===== config.mk =====
export PLATFORM = sky130hd
export DESIGN_NAME = uart_rx
export DESIGN_NICKNAME = d
export VERILOG_FILES = /design/src/rtl/uart_pkg.sv /design/src/rtl/sync_2ff.sv /design/src/rtl/uart_rx.sv
export SDC_FILE = /design/constraint.sdc
export NUM_CORES = 1
export LEC_CHECK = 0
export ABC_CLOCK_PERIOD_IN_PS = 2950
export CAP_MARGIN = 15
export CORE_MARGIN = 8
export CORE_UTILIZATION = 66
export DETAILED_ROUTE_END_ITERATION = 12
export DONT_BUFFER_PORTS = 1
export PLACE_DENSITY = 0.86
export SYNTH_ARGS = -nofsm -noshare
export SYNTH_HDL_FRONTEND = slang
export SYNTH_SLANG_ARGS = --single-unit

===== constraint.sdc =====
create_clock -name bclk -period 2.95 [get_ports bclk]
set_input_delay 0.59 -clock bclk [delete_from_list [all_inputs] [get_ports bclk]]
set_output_delay 0.59 -clock bclk [all_outputs]
set_load 0.02 [all_outputs]

===== src/rtl/uart_pkg.sv =====
// uart_pkg: receiver/transmitter shared states, parity encodings and defaults
package uart_pkg;
    typedef enum logic [2:0] {IDLE, START, DATA, PARITY, STOP, BREAK} state_t;
    localparam int PAR_NONE = 0;
    localparam int PAR_EVEN = 1;
    localparam int PAR_ODD = 2;
    localparam int OVERSAMPLE_DEF = 16;
endpackage


===== src/rtl/sync_2ff.sv =====
// sync_2ff: two-flop synchronizer for a single asynchronous bit
module sync_2ff #(
    parameter logic RST_VAL = 1'b1
) (
    input  logic clk,
    input  logic rst,
    input  logic d,
    output logic q
);
    logic m;
    always_ff @(posedge clk or posedge rst)
        if (rst) {q, m} <= {RST_VAL, RST_VAL};
        else {q, m} <= {m, d};
endmodule


===== src/rtl/uart_rx.sv =====
// uart_rx: oversampling UART receiver with start/parity/stop validation
module uart_rx import uart_pkg::*; #(
    parameter int OVERSAMPLE = OVERSAMPLE_DEF,
    parameter int PARITY = PAR_NONE,
    parameter int DATA_BITS = 8
) (
    input  logic                 bclk,
    input  logic                 rst,
    input  logic                 rxd,
    output logic [DATA_BITS-1:0] rx_dout,
    output logic                 rx_valid,
    output logic                 rx_ferr,
    output logic                 rx_perr,
    output logic                 rx_busy
);
    localparam int CW = $clog2(OVERSAMPLE);
    localparam int IW = $clog2(DATA_BITS);
    localparam logic [CW-1:0] HALF = CW'(OVERSAMPLE / 2 - 1);
    localparam logic [CW-1:0] LAST = CW'(OVERSAMPLE - 1);
    state_t state;
    logic rxd_s, perr, stop_b, done;
    logic [CW-1:0] cnt;
    logic [IW-1:0] idx;
    logic [DATA_BITS-1:0] shreg;
    sync_2ff #(.RST_VAL(1'b1)) u_sync (.clk(bclk), .rst(rst), .d(rxd), .q(rxd_s));
    always_ff @(posedge bclk or posedge rst) begin
        if (rst) begin
            state <= IDLE;
            cnt <= '0;
            idx <= '0;
            shreg <= '0;
            perr <= 1'b0;
            stop_b <= 1'b0;
            done <= 1'b0;
            rx_dout <= '0;
            rx_valid <= 1'b0;
            rx_ferr <= 1'b0;
            rx_perr <= 1'b0;
            rx_busy <= 1'b0;
        end else begin
            rx_valid <= 1'b0;
            rx_ferr <= 1'b0;
            rx_perr <= 1'b0;
            case (state)
                IDLE: if (!rxd_s) begin
                    state <= START;
                    cnt <= '0;
                    perr <= 1'b0;
                    rx_busy <= 1'b1;
                end
                START: if (cnt == HALF) begin
                    cnt <= '0;
                    idx <= '0;
                    state <= rxd_s ? IDLE : DATA;
                    rx_busy <= !rxd_s;
                end else cnt <= cnt + 1'b1;
                DATA: if (cnt == LAST) begin
                    cnt <= '0;
                    shreg <= {rxd_s, shreg[DATA_BITS-1:1]};
                    idx <= idx + 1'b1;
                    if (idx == IW'(DATA_BITS - 1))
                        state <= (PARITY != PAR_NONE) ? uart_pkg::PARITY : STOP;
                end else cnt <= cnt + 1'b1;
                uart_pkg::PARITY: if (cnt == LAST) begin
                    cnt <= '0;
                    perr <= rxd_s ^ (^shreg) ^ (PARITY == PAR_ODD);
                    state <= STOP;
                end else cnt <= cnt + 1'b1;
                // Flags go out the cycle after the mid-stop sample, freeing IDLE for a gapless next start
                STOP: if (done) begin
                    done <= 1'b0;
                    cnt <= '0;
                    rx_dout <= shreg;
                    rx_valid <= stop_b && !perr;
                    rx_perr <= stop_b && perr;
                    rx_ferr <= !stop_b;
                    rx_busy <= !stop_b;
                    state <= stop_b ? IDLE : BREAK;
                end else if (cnt == LAST) begin
                    stop_b <= rxd_s;
                    done <= 1'b1;
                end else cnt <= cnt + 1'b1;
                BREAK: if (rxd_s) begin
                    state <= IDLE;
                    rx_busy <= 1'b0;
                end
                default: begin
                    state <= IDLE;
                    rx_busy <= 1'b0;
                end
            endcase
        end
    end
endmodule


; ---- Yosys cells after proc, flatten, opt, wreduce, memory -nomap -nowiden
; Cells that the tools add are included.
[totals]
reg_bits = 35
in_bits = 3
output_inout_bits = 12
word_cells = 89
[op_classes]
n_addsub = 2
n_eq_ne = 16
n_mux = 35
bitwise_logic = 3
n_reduce_logical = 19
[op_table]
columns = op, n
row1 = $mux W3, 10
row2 = $mux W4, 5
row3 = $pmux W3 S6, 1
row4 = $pmux W4 S4, 1
row5 = $mux W1, 14
row6 = $ne A2 B2 Y1 const B, 6
row7 = $reduce_and A3 Y1, 4
row8 = $eq A3 B3 Y1 const B, 3
row9 = $reduce_xor A8 Y1, 1
row10 = $reduce_and A7 Y1, 1
row11 = $eq A3 B2 Y1 const B, 2
row12 = $pmux W3 S2, 1
row13 = $pmux W1 S5, 1
row14 = $reduce_and A5 Y1, 1
row15 = $add A4 B1 Y4 const B, 1
row16 = $eq A4 B3 Y1 const B, 1
row17 = $eq A4 B4 Y1 const B, 1
row18 = $reduce_and A2 Y1, 2
row19 = $reduce_bool A2 Y1, 2
row20 = $reduce_bool A4 Y1, 1
row21 = $add A3 B1 Y3 const B, 1
row22 = $eq A3 B1 Y1 const B, 1
row23 = $logic_not A1 Y1, 3
row24 = $logic_not A3 Y1, 1
row25 = 8 further kinds, 10

; ---- Longest topological paths before layout
; Gate-level depths: netlist of run 1.
[depth]
depth_word = 4
depth_mapped = 7
ltp_nobuf = 6

; ---- Cells and area by module
; From an unflattened synthesis of run 1, not the netlist that was laid out.
[unflattened]
hier_cells = 155
area_unflattened_um2 = 1811.7
[by_module_without_submodules]
columns = mod, n_inst, cells_per_inst, area_per_inst_um2, seq_area_each_um2
row1 = uart_rx, 1, 152, 1755.4, 825.8
row2 = sync_2ff, 1, 3, 56.3, 52.6

; ---- Worst setup path after synthesis of run 1
; No wires, ideal clock.
[synth_timing]
kind = reg-to-reg
start = reg cnt[0]
end = reg shreg[0]
setup_ns = 0.125
arrival_time_ns = 1.489
required_ns = 2.825
path_slack_ns = 1.336
path_stages_with_launch = 7
path_buffers = 2
period_less_slack_ns = 1.614
cell_sequence = dfrtp_1 ha_1 and3_1 buf_6 and3_4 buf_6 mux2_4
[synth_via]
elab_chain_len = 2
[synth_rtl]
columns = element, line_no
row1 = "start, declared", uart_rx.sv:22  ; logic [CW-1:0] cnt;
row2 = "start signal, assigned", uart_rx.sv:56  ; end else cnt <= cnt + 1'b1;
row3 = "start signal, assigned", uart_rx.sv:63  ; end else cnt <= cnt + 1'b1;
row4 = "start signal, assigned", uart_rx.sv:68  ; end else cnt <= cnt + 1'b1;
row5 = $eq A4 B4 Y1, uart_rx.sv:57  ; DATA: if (cnt == LAST) begin
row6 = $reduce_and A2 Y1 (no line), --
row7 = "end signal, assigned", uart_rx.sv:59  ; shreg <= {rxd_s, shreg[DATA_BITS-1:1]};
row8 = "end, declared", uart_rx.sv:24  ; logic [DATA_BITS-1:0] shreg;
; No other way between the ends.
; A chain may end at the register's enable or synchronous reset.

; ---- Final worst setup path of run 1
[layout_timing]
start = reg state[0]
end = reg state[0]
[layout_via]
elab_chain_len = 3
word_cells_on_any_way = 15
cone_classes = 12 x eq/ne / 1 x mux / 2 x reduce/logical
[layout_rtl]
columns = element, line_no
row1 = "start, declared", uart_rx.sv:20  ; state_t state;
row2 = "start signal, assigned", uart_rx.sv:54  ; state <= rxd_s ? IDLE : DATA;
row3 = "start signal, assigned", uart_rx.sv:62  ; state <= (PARITY != PAR_NONE) ? uart_pkg::PARITY : STOP;
row4 = "start signal, assigned", uart_rx.sv:78  ; state <= stop_b ? IDLE : BREAK;
row5 = "$eq A3 B2 Y1, or another cell as far along", uart_rx.sv:44  ; case (state)
row6 = $ne A2 B2 Y1 (no line) or $ne A2 B1 Y1 (tied branches), --
row7 = $reduce_and A7 Y1 (no line), --
; Several ways; a longest one is shown, not always the timed one.

==> results of run 1 <==
cells in the mapped netlist (all sizes together):
master,instances
dfrtp,33
mux2,19
nor2,10
buf,8
xnor2,8
o21ai,6
a21oi,5
nand2,5
a22o,4
and3,4
nand3,4
ha,3
inv,3
nor3,3
a31oi,2
dfstp,2
nand2b,2
nor2b,2
o22ai,2
or2,2
a21o,1
a221oi,1
a32o,1
mux2i,1
nor4,1
o211a,1
o22a,1
o31a,1
o31ai,1
xor2,1
cell families after synthesis:
family / Yosys count
AO/OA/AOI/OAI: 26
XOR/XNOR: 9
adder cells (fa/ha/maj): 3
buffers and inverters: 11
flip-flops: 35
multiplexers: 20
AND/OR/NAND/NOR: 33
flip-flops by register name, summed over array words and instances (netlist names):
signal and count:
cnt 4, u_sync.m 1, idx 3, u_sync.q 1, rx_perr 1, state 3
rx_dout 8, stop_b 1, rx_busy 1, rx_valid 1, perr 1, shreg 8
rx_ferr 1, done 1
layout by cell type (no fill, tap or decap), drive strengths merged, types with 3 or more instances in the layout:
master | Yosys | routed
a21oi | 5 | 5
a22o | 4 | 4
and3 | 4 | 4
clkbuf | 0 | 6
dfrtp | 33 | 33
ha | 3 | 3
inv | 3 | 3
mux2 | 19 | 19
nand2 | 5 | 5
nand3 | 4 | 4
nor2 | 10 | 10
nor3 | 3 | 3
o21ai | 6 | 6
xnor2 | 8 | 8
routing by layer:
metal	up-vias	global-route usage, %	share of wire [%]
met4	0	9.60	2.3
li1	484	-	-
met2	31	22.9	48
met5	-	0	0
met1	521	19.3	44
met3	9	5.25	5.4
power groups by stage:
stage / sequential [mW] / clock [mW] / combinational, mW
after floorplan: 0.594 / 0 / 0.355
after global placement: 0.650 / 0 / 0.331
after detailed placement: 0.658 / 0 / 0.352
after CTS: 0.648 / 0.260 / 0.354
after global routing: 0.665 / 0.287 / 0.393
final: 0.649 / 0.252 / 0.354
through the flow:
step | area (um2) | utilization, % | setup WS [ns]
5_1_grt | 1720 | 70.8 | 0.976
2_1_floorplan | 1680 | - | 1.34
3_5_place_dp | 1670 | 68.6 | 1.15
3_3_place_gp | 1670 | 68.6 | 1.25
4_1_cts | 1720 | 70.8 | 1.13
6_report | 1720 | 70.8 | 1.14
worst max path at each step:
stage | startpoint | to | depth (start not counted)
CTS | state[0] | state[0] | 4
detailed placement | state[0] | state[0] | 4
finish | state[0] | state[0] | 4
global placement | cnt[0] | state[0] | 6
floorplan | cnt[0] | shreg[0] | 6
global route | state[0] | state[0] | 4
worst reg2reg max path, delay by kind of cell, from the launching register on:
family | cells | cell delay (ns)
mux | 1 | 0.22
flops | 1 | 0.67
compound gates | 3 | 0.79
layout make-up:
| class | instances | area, um2 |
|---|---|---|
| Multi-Input combinational cell | 91 | 734 |
| Clock buffer | 6 | 41.3 |
| Inverter | 3 | 11.3 |
| Tap cell | 30 | 37.5 |
| Fill cell | 164 | 709 |
| Timing Repair Buffer | 1 | 7.51 |
| Clock inverter | 2 | 12.5 |
| Sequential cell | 35 | 878 |
==> metrics.csv, run 1 <==
metric;value;unit
outcome;finished, final reports clean;
switchingPower;450;uW
wire_per_inst;17.5;um
p_seq_share;51.7;%
dp_hpwl;2.02;mm
sw_frac_of_total;35.8;%
synth.net_count;143;
worst_slew_pin_slew;0.536;ns
cp.required;3.16;ns
synth_top_family_by_area;multiplexers;
post_cts_resized;0;
synth_compound_area_share;11.9;%
max_freq;552;MHz
gr-total-overflow;0;
worstRegToRegCells;4;
start_util;68.9;%
antenna_cells;0;
arrival;2.02;ns
grt_max_degree;36;
cts.sinks;35;
cp_num_buf_inv;0;
layout_min_cycle_time;1.81;ns
slowest_delay;0.67;ns
end_kind;flop;
place_inst;160;
synth-xor-area-share;4.71;%
cts_buffer_depth;2;
area_growth;2.84;%
cts_buffers;5;
clk_pin_slew;0.11;ns
final_cells;168;
ys_seq_area_share;52.4;%
power_leakage;0.831;nW
rsz0062_at_grt;no;
io_pins;15;
synth_area;1680;um2
synth_mux_area_share;14.9;%
htreeDepth;2;
crit_type;flop to flop;
combinationalPowerShare;28.2;%
syn_inst;137;
core;2430;um2
synth-simple-area-share;10.0;%
r2r_slack;1.14;ns
synth-adder-area-share;2.24;%
num-nets-final;143;
holdWs;0.218;ns
dr.first_iter.drc_count;80;
drtPass1Iterations;4;
die_w;66.4;um
drv_cap;0;
drive_gt1_share;24.6;%
setup_violations;0;
antenna_found_initial;0;
post_drt_via_cell_ratio;6.22;
synth_area_leaders;dfrtp_1 49%, mux2_2 8.1%, mux2_4 6.3%;
first_global_vias;1041;
worstPathCellList;o21ai_1 -> a221oi_4 -> mux2i_1 -> o21ai_1;
yosysTopAreaCell;dfrtp_1;
max_slew_margin;64.2;%
r2r-end;state[0];
power_density;728;nW/um2
cp_top_family;compound AO/OA/AOI/OAI gates;
io_buffers;0;
synth_seq_cells;35;
synth.distinct_cells;38;
ctsHoldBuffers;0;
drt_wl_total;2.95;mm
crit_fanout;18;
p_clk_share;20.1;%
grt_pass1_wl;5.12;mm
hold_violations;0;
die_h;66.4;um
worst_path_most_repeated_cell;o21ai_1;
fin_tns_setup;0;ns
cts_setup_buffers;0;
dr_total_vias;1045;
rows;18;
yosysWarnings;0;
dieArea;4410;um2
power.internal;805;uW
root_buffer;clkbuf_4;
skew;0.00837;ns
cts_tree;yes;
avgSynthCellArea;12.2;um2
critPathSlowestCell;dfrtp_1;
post-route-drc-count;0;
fin_crit_sh;61.4;%
power.total;1.25;mW
hp-class;input port to async pin;
globalRouteTotalUtil;15.6;%
final_antenna_net_count;0;
gp_congestion;0.847;
yosysTopAreaCellShare;49.3;%
clk_latency;0.34;ns
r2r_start;state[0];
cp-start-kind;flop;
slew_viol_final;0;
vdd_drop_max;0.702;mV
(Power assumes the default switching activity.)
==> run 2, diff against run 1 <==
Settings changed: ABC_CLOCK_PERIOD_IN_PS 2950 to 1700, CORE_UTILIZATION 66 to 61, PLACE_DENSITY 0.86 to 0.81.
Clock period 2.95 ns to 1.7 ns, I/O delays scaled along.
==> metrics.csv, run 2 (synthesis gave the netlist of run 1 again) <==
metric;value;unit;change
rows;19;;was 18
max_slew_margin;61.5;%;was 64.2%
drtPass1Iterations;4;;unchanged
max_freq;612;MHz;was 552 MHz
layout_common_cells;32 x dfrtp_1, 12 x mux2_2, 11 x buf_4, 9 x nor2_1, 8 x xnor2_1;;was 33 x dfrtp_1, 12 x mux2_2, 9 x nor2_1, 8 x xnor2_1, 7 x mux2_4
die_h;68.4;um;was 66.4 um
first_global_vias;1058;;was 1041
drive_gt1_share;34.9;%;was 24.6%
multiInputGateArea;753;um2;was 734 um2
htreeDepth;2;;unchanged
arrival;1.87;ns;was 2.02 ns
dp_hpwl;2.14;mm;was 2.02 mm
start_util;62.4;%;was 68.9%
fillers;173;;was 164
area_growth;12.6;%;was 2.84%
drt_wl_total;3.02;mm;was 2.95 mm
power_density;1340;nW/um2;was 728 nW/um2
end_kind;flop;;unchanged
io_pins;15;;unchanged
final_area;1890;um2;was 1720 um2
hold_violations;0;;unchanged
root_buffer;clkbuf_4;;unchanged
slowest_delay;0.42;ns;was 0.67 ns
post_drt_via_cell_ratio;5.89;;was 6.22
worstPathCellList;ha_2 -> and3_2 -> and3_2 -> buf_4 -> a22o_1;;was o21ai_1 -> a221oi_4 -> mux2i_1 -> o21ai_1
gp_congestion;0.900;;was 0.847
grt_max_degree;23;;was 36
cp-start-kind;flop;;unchanged
cts_buffers;5;;unchanged
grt_pass1_wl;5.13;mm;was 5.12 mm
cts_tree;yes;;unchanged
drv_cap;0;;unchanged
setup_violations;0;;unchanged
core;2690;um2;was 2430 um2
globalRouteTotalUtil;14.7;%;was 15.6%
dr.first_iter.drc_count;53;;was 80
clk_latency;0.34;ns;about the same
crit_type;flop to flop;;unchanged
vdd_drop_max;1.02;mV;was 0.702 mV
power_leakage;0.920;nW;was 0.831 nW
cts.sinks;35;;unchanged
outcome;finished, final reports clean;;unchanged
slew_viol_final;0;;unchanged
clk_pin_slew;0.11;ns;about the same
die_w;68.4;um;was 66.4 um
final_common_cell;dfrtp_1;;unchanged
dieArea;4680;um2;was 4410 um2
skew;0.00382;ns;was 0.00837 ns
regArea;880;um2;was 878 um2
worst_slew_pin_slew;0.576;ns;was 0.536 ns
cts_buffer_depth;2;;unchanged
rsz0062_at_grt;no;;unchanged
io_buffers;0;;unchanged
critPathSlowestCell;dfrtp_1;;unchanged
antenna_cells;0;;unchanged
hp-class;flop to flop;;was input port to async pin
post-route-drc-count;0;;unchanged
num-nets-final;157;;was 143
fin_crit_sh;96.1;%;was 61.4%
gr-total-overflow;0;;unchanged
wire_per_inst;16.5;um;was 17.5 um
final_antenna_net_count;0;;unchanged
dr_total_vias;1077;;was 1045
power.total;2.53;mW;was 1.25 mW
worst_path_most_repeated_cell;and3_2;;was o21ai_1
cp.required;1.93;ns;was 3.16 ns
layout_min_cycle_time;1.63;ns;was 1.81 ns
crit_fanout;7;;was 18
dpl_cell_area;1740;um2;was 1670 um2
reg_top3;rx_dout (8), shreg (8), cnt (4);;unchanged
antenna_found_initial;0;;unchanged
run 2: cell types whose count changed in the layout (fill, tap and decap cells not counted), sizes merged:
cell and change:
and3 +1, buf +11, bufinv +1, clkbuf -1, clkinv +1, clkinvlp -1, dlygate4sd3 +2
run 2: timing repair:
action	4_1_cts	5_1_grt
setup endpoints to repair	2	25
resized for setup	0	6
cloned	1	0
pin swaps	2	1
hold buffers	2	0
endpoints found under the hold margin	12	0
buffers inserted	3	1
run 2: metrics by stage:
step	util (%)	instances	TNS [ns]	setup WS (ns)	hold WS [ns]
finish	70.2	183	0	0.0662	0.364
global route	70.2	183	0	0.0200	0.369
detailed placement	64.6	168	-0.0313	-0.0238	0.317
CTS	69.5	182	0	0.00233	0.366
global placement	64.6	168	0	0.0808	0.309
floorplan	-	137	0	0.0862	0.344
run 2: final timing paths:
kind | startpoint | endpoint | slack, ns | cells past startpoint
max | cnt[1] | idx[1] | 0.07 | 5
min | u_sync.m | u_sync.q | 0.36 | 0
max reg2reg | cnt[1] | idx[1] | 0.07 | 5
min reg2reg | u_sync.m | u_sync.q | 0.36 | 0
max in group asynchronous | rst | perr | 0.71 | 3
min in group asynchronous | rst | idx[2] | 0.48 | 2
run 2: critical path: cells and delay by family (launching register included):
| kind | cells | cell delay (ns) |
|---|---|---|
| DFF | 1 | 0.42 |
| buffers and inverters | 1 | 0.15 |
| AOI/OAI and AO/OA | 1 | 0.23 |
| adders and majority gates | 1 | 0.21 |
| and+or+nand+nor | 2 | 0.52 |
run 2: layout make-up:
cell class | count | area share (%)
tap | 31 | 2.06
clock buffer | 5 | 1.99
clock inverter | 3 | 2.32
multi-input combinational | 92 | 39.9
sequential | 35 | 46.6
timing repair buffer | 14 | 6.50
inverter | 3 | 0.597
run 2: routing by layer:
layer,GRT usage [%],up-vias,part of all wire [%]
met3,6.06,4,5.0
met1,18.7,532,46
met5,0,-,0
li1,-,517,-
met2,22.3,24,48
met4,4.60,0,1.3
run 2: power by group:
| part | leakage [nW] | internal, mW | switching [mW] |
|---|---|---|---|
| clock | 0.0452 | 0.309 | 0.286 |
| combinational | 0.406 | 0.445 | 0.401 |
| sequential | 0.469 | 0.932 | 0.152 |
==> run 3, diff against run 2 <==
Settings changed: CORE_UTILIZATION 61 to 40, PLACE_DENSITY 0.81 to 0.58, SLEW_MARGIN set to 20.
==> metrics.csv, run 3 (synthesis gave the netlist of run 1 again) <==
metric;value;unit;change
outcome;finished, final reports clean;;unchanged
p_seq_share;42.3;%;was 42.9%
power.internal;1.75;mW;was 1.69 mW
drive_gt1_share;33.3;%;was 34.9%
vdd_drop_max;0.586;mV;was 1.02 mV
cp-start-kind;flop;;unchanged
final_area;1890;um2;about the same
reg_top3;rx_dout (8), shreg (8), cnt (4);;unchanged
die_w;80.7;um;was 68.4 um
dp_hpwl;2.06;mm;was 2.14 mm
switchingPower;849;uW;was 839 uW
final_core_util;46.9;%;was 70.2%
r2r-end;cnt[0];;was idx[1]
end_kind;flop;;unchanged
antenna_cells;0;;unchanged
post-route-drc-count;0;;unchanged
hp-class;input port to async pin;;was flop to flop
p_clk_share;28.8;%;was 23.6%
drt_wl_total;3.12;mm;was 3.02 mm
final_common_cell;dfrtp_1;;unchanged
die_h;80.7;um;was 68.4 um
htreeDepth;2;;unchanged
cts_buffer_depth;2;;unchanged
post_drt_via_cell_ratio;5.39;;was 5.89
grt_pass1_wl;5.09;mm;was 5.13 mm
io_pins;15;;unchanged
cts_buffers;5;;unchanged
dr.first_iter.drc_count;71;;was 53
sw_frac_of_total;32.7;%;was 33.2%
num-nets-final;152;;was 157
dr_total_vias;1062;;was 1077
r2r_start;cnt[0];;was cnt[1]
fin_crit_sh;93.8;%;was 96.1%
combinationalPowerShare;28.9;%;was 33.5%
grt_max_degree;36;;was 23
layout_common_cells;32 x dfrtp_1, 12 x mux2_2, 9 x nor2_1, 9 x buf_4, 8 x xnor2_1;;was 32 x dfrtp_1, 12 x mux2_2, 11 x buf_4, 9 x nor2_1, 8 x xnor2_1
setup_violations;0;;unchanged
cts.sinks;35;;unchanged
final_antenna_net_count;0;;unchanged
max_freq;627;MHz;was 612 MHz
slew_viol_final;0;;unchanged
rsz0062_at_grt;no;;unchanged
dpl_cell_area;1740;um2;about the same
cp.required;1.93;ns;about the same
start_util;41.6;%;was 62.4%
r2r_slack;0.11;ns;was 0.07 ns
globalRouteTotalUtil;10.2;%;was 14.7%
crit_fanout;7;;unchanged
dieArea;6510;um2;was 4680 um2
crit_type;flop to flop;;unchanged
skew;0.00662;ns;was 0.00382 ns
power_density;1370;nW/um2;was 1340 nW/um2
antenna_found_initial;0;;unchanged
worst_slew_pin_slew;0.439;ns;was 0.576 ns
cts_tree;yes;;unchanged
drv_cap;0;;unchanged
wire_per_inst;15.8;um;was 16.5 um
max_slew_margin;70.7;%;was 61.5%
root_buffer;clkbuf_8;;was clkbuf_4
worstRegToRegCells;5;;unchanged
io_buffers;0;;unchanged
drtPass1Iterations;4;;unchanged
area_growth;12.8;%;was 12.6%
layout_min_cycle_time;1.59;ns;was 1.63 ns
clk_pin_slew;0.08;ns;was 0.11 ns
power_leakage;0.905;nW;was 0.920 nW
core;4030;um2;was 2690 um2
gp_congestion;0.916;;was 0.900
rows;23;;was 19
arrival;1.82;ns;was 1.87 ns
gr-total-overflow;0;;unchanged
clk_latency;0.29;ns;was 0.34 ns
first_global_vias;1028;;was 1058
hold_violations;0;;unchanged
run 3: how the worst max path moves through the flow:
stage	slack, ns	to	from
floorplan	0.09	shreg[0]	cnt[0]
global placement	0.06	state[0]	cnt[0]
detailed placement	-0.04	state[0]	cnt[0]
CTS	0.02	shreg[7]	cnt[0]
global route	0.01	rx_busy	u_sync.q
finish	0.11	cnt[0]	cnt[0]
run 3: area by class of cell:
cell class | count | area [um2]
Fill cell | 365 | 2140
Sequential cell | 35 | 880
Multi-Input combinational cell | 92 | 756
Clock buffer | 5 | 68.8
Timing Repair Buffer | 9 | 67.6
Tap cell | 50 | 62.6
Clock inverter | 3 | 43.8
Inverter | 3 | 11.3
run 3: per-layer routing:
metal  GRT usage [%]  vias up  wire length, um
met3            4.35        5              140
met1            12.9      533             1510
li1                -      510                -
met4            3.21        0               38
met5               0        -                0
met2            15.4       14             1430
run 3: through the flow:
stage,hold slack [ns],TNS (ns),power (mW),instances,worst slack [ns]
after floorplan,0.344,0,1.65,137,0.0862
after global placement,0.345,0,1.77,186,0.0592
after detailed placement,0.345,-0.0420,1.81,186,-0.0420
after CTS,0.0326,0,2.60,195,0.0234
after global routing,0.0174,0,2.78,197,0.0130
final,0.0284,0,2.60,197,0.105
run 3: what timing repair did:
action,in CTS,in global routing
resized for setup,1,5
setup endpoints to repair,1,11
hold buffers,0,0
endpoints found under the hold margin,0,0
setup buffers,1,1
gates cloned,0,1
pin swaps,1,2
run 3: worst max-delay path, cell delays in order (launching register included):
cell	delay, ns
dfrtp_1	0.41
ha_2	0.22
and3_2	0.26
mux2_2	0.28
o22ai_2	0.18
mux2_2	0.18
run 3: power by group through the flow:
stage,clock [mW],combinational [mW],sequential (mW)
after global placement,0,0.680,1.09
after floorplan,0,0.617,1.03
after detailed placement,0,0.706,1.10
after CTS,0.775,0.739,1.09
final,0.748,0.751,1.10
after global routing,0.826,0.841,1.11
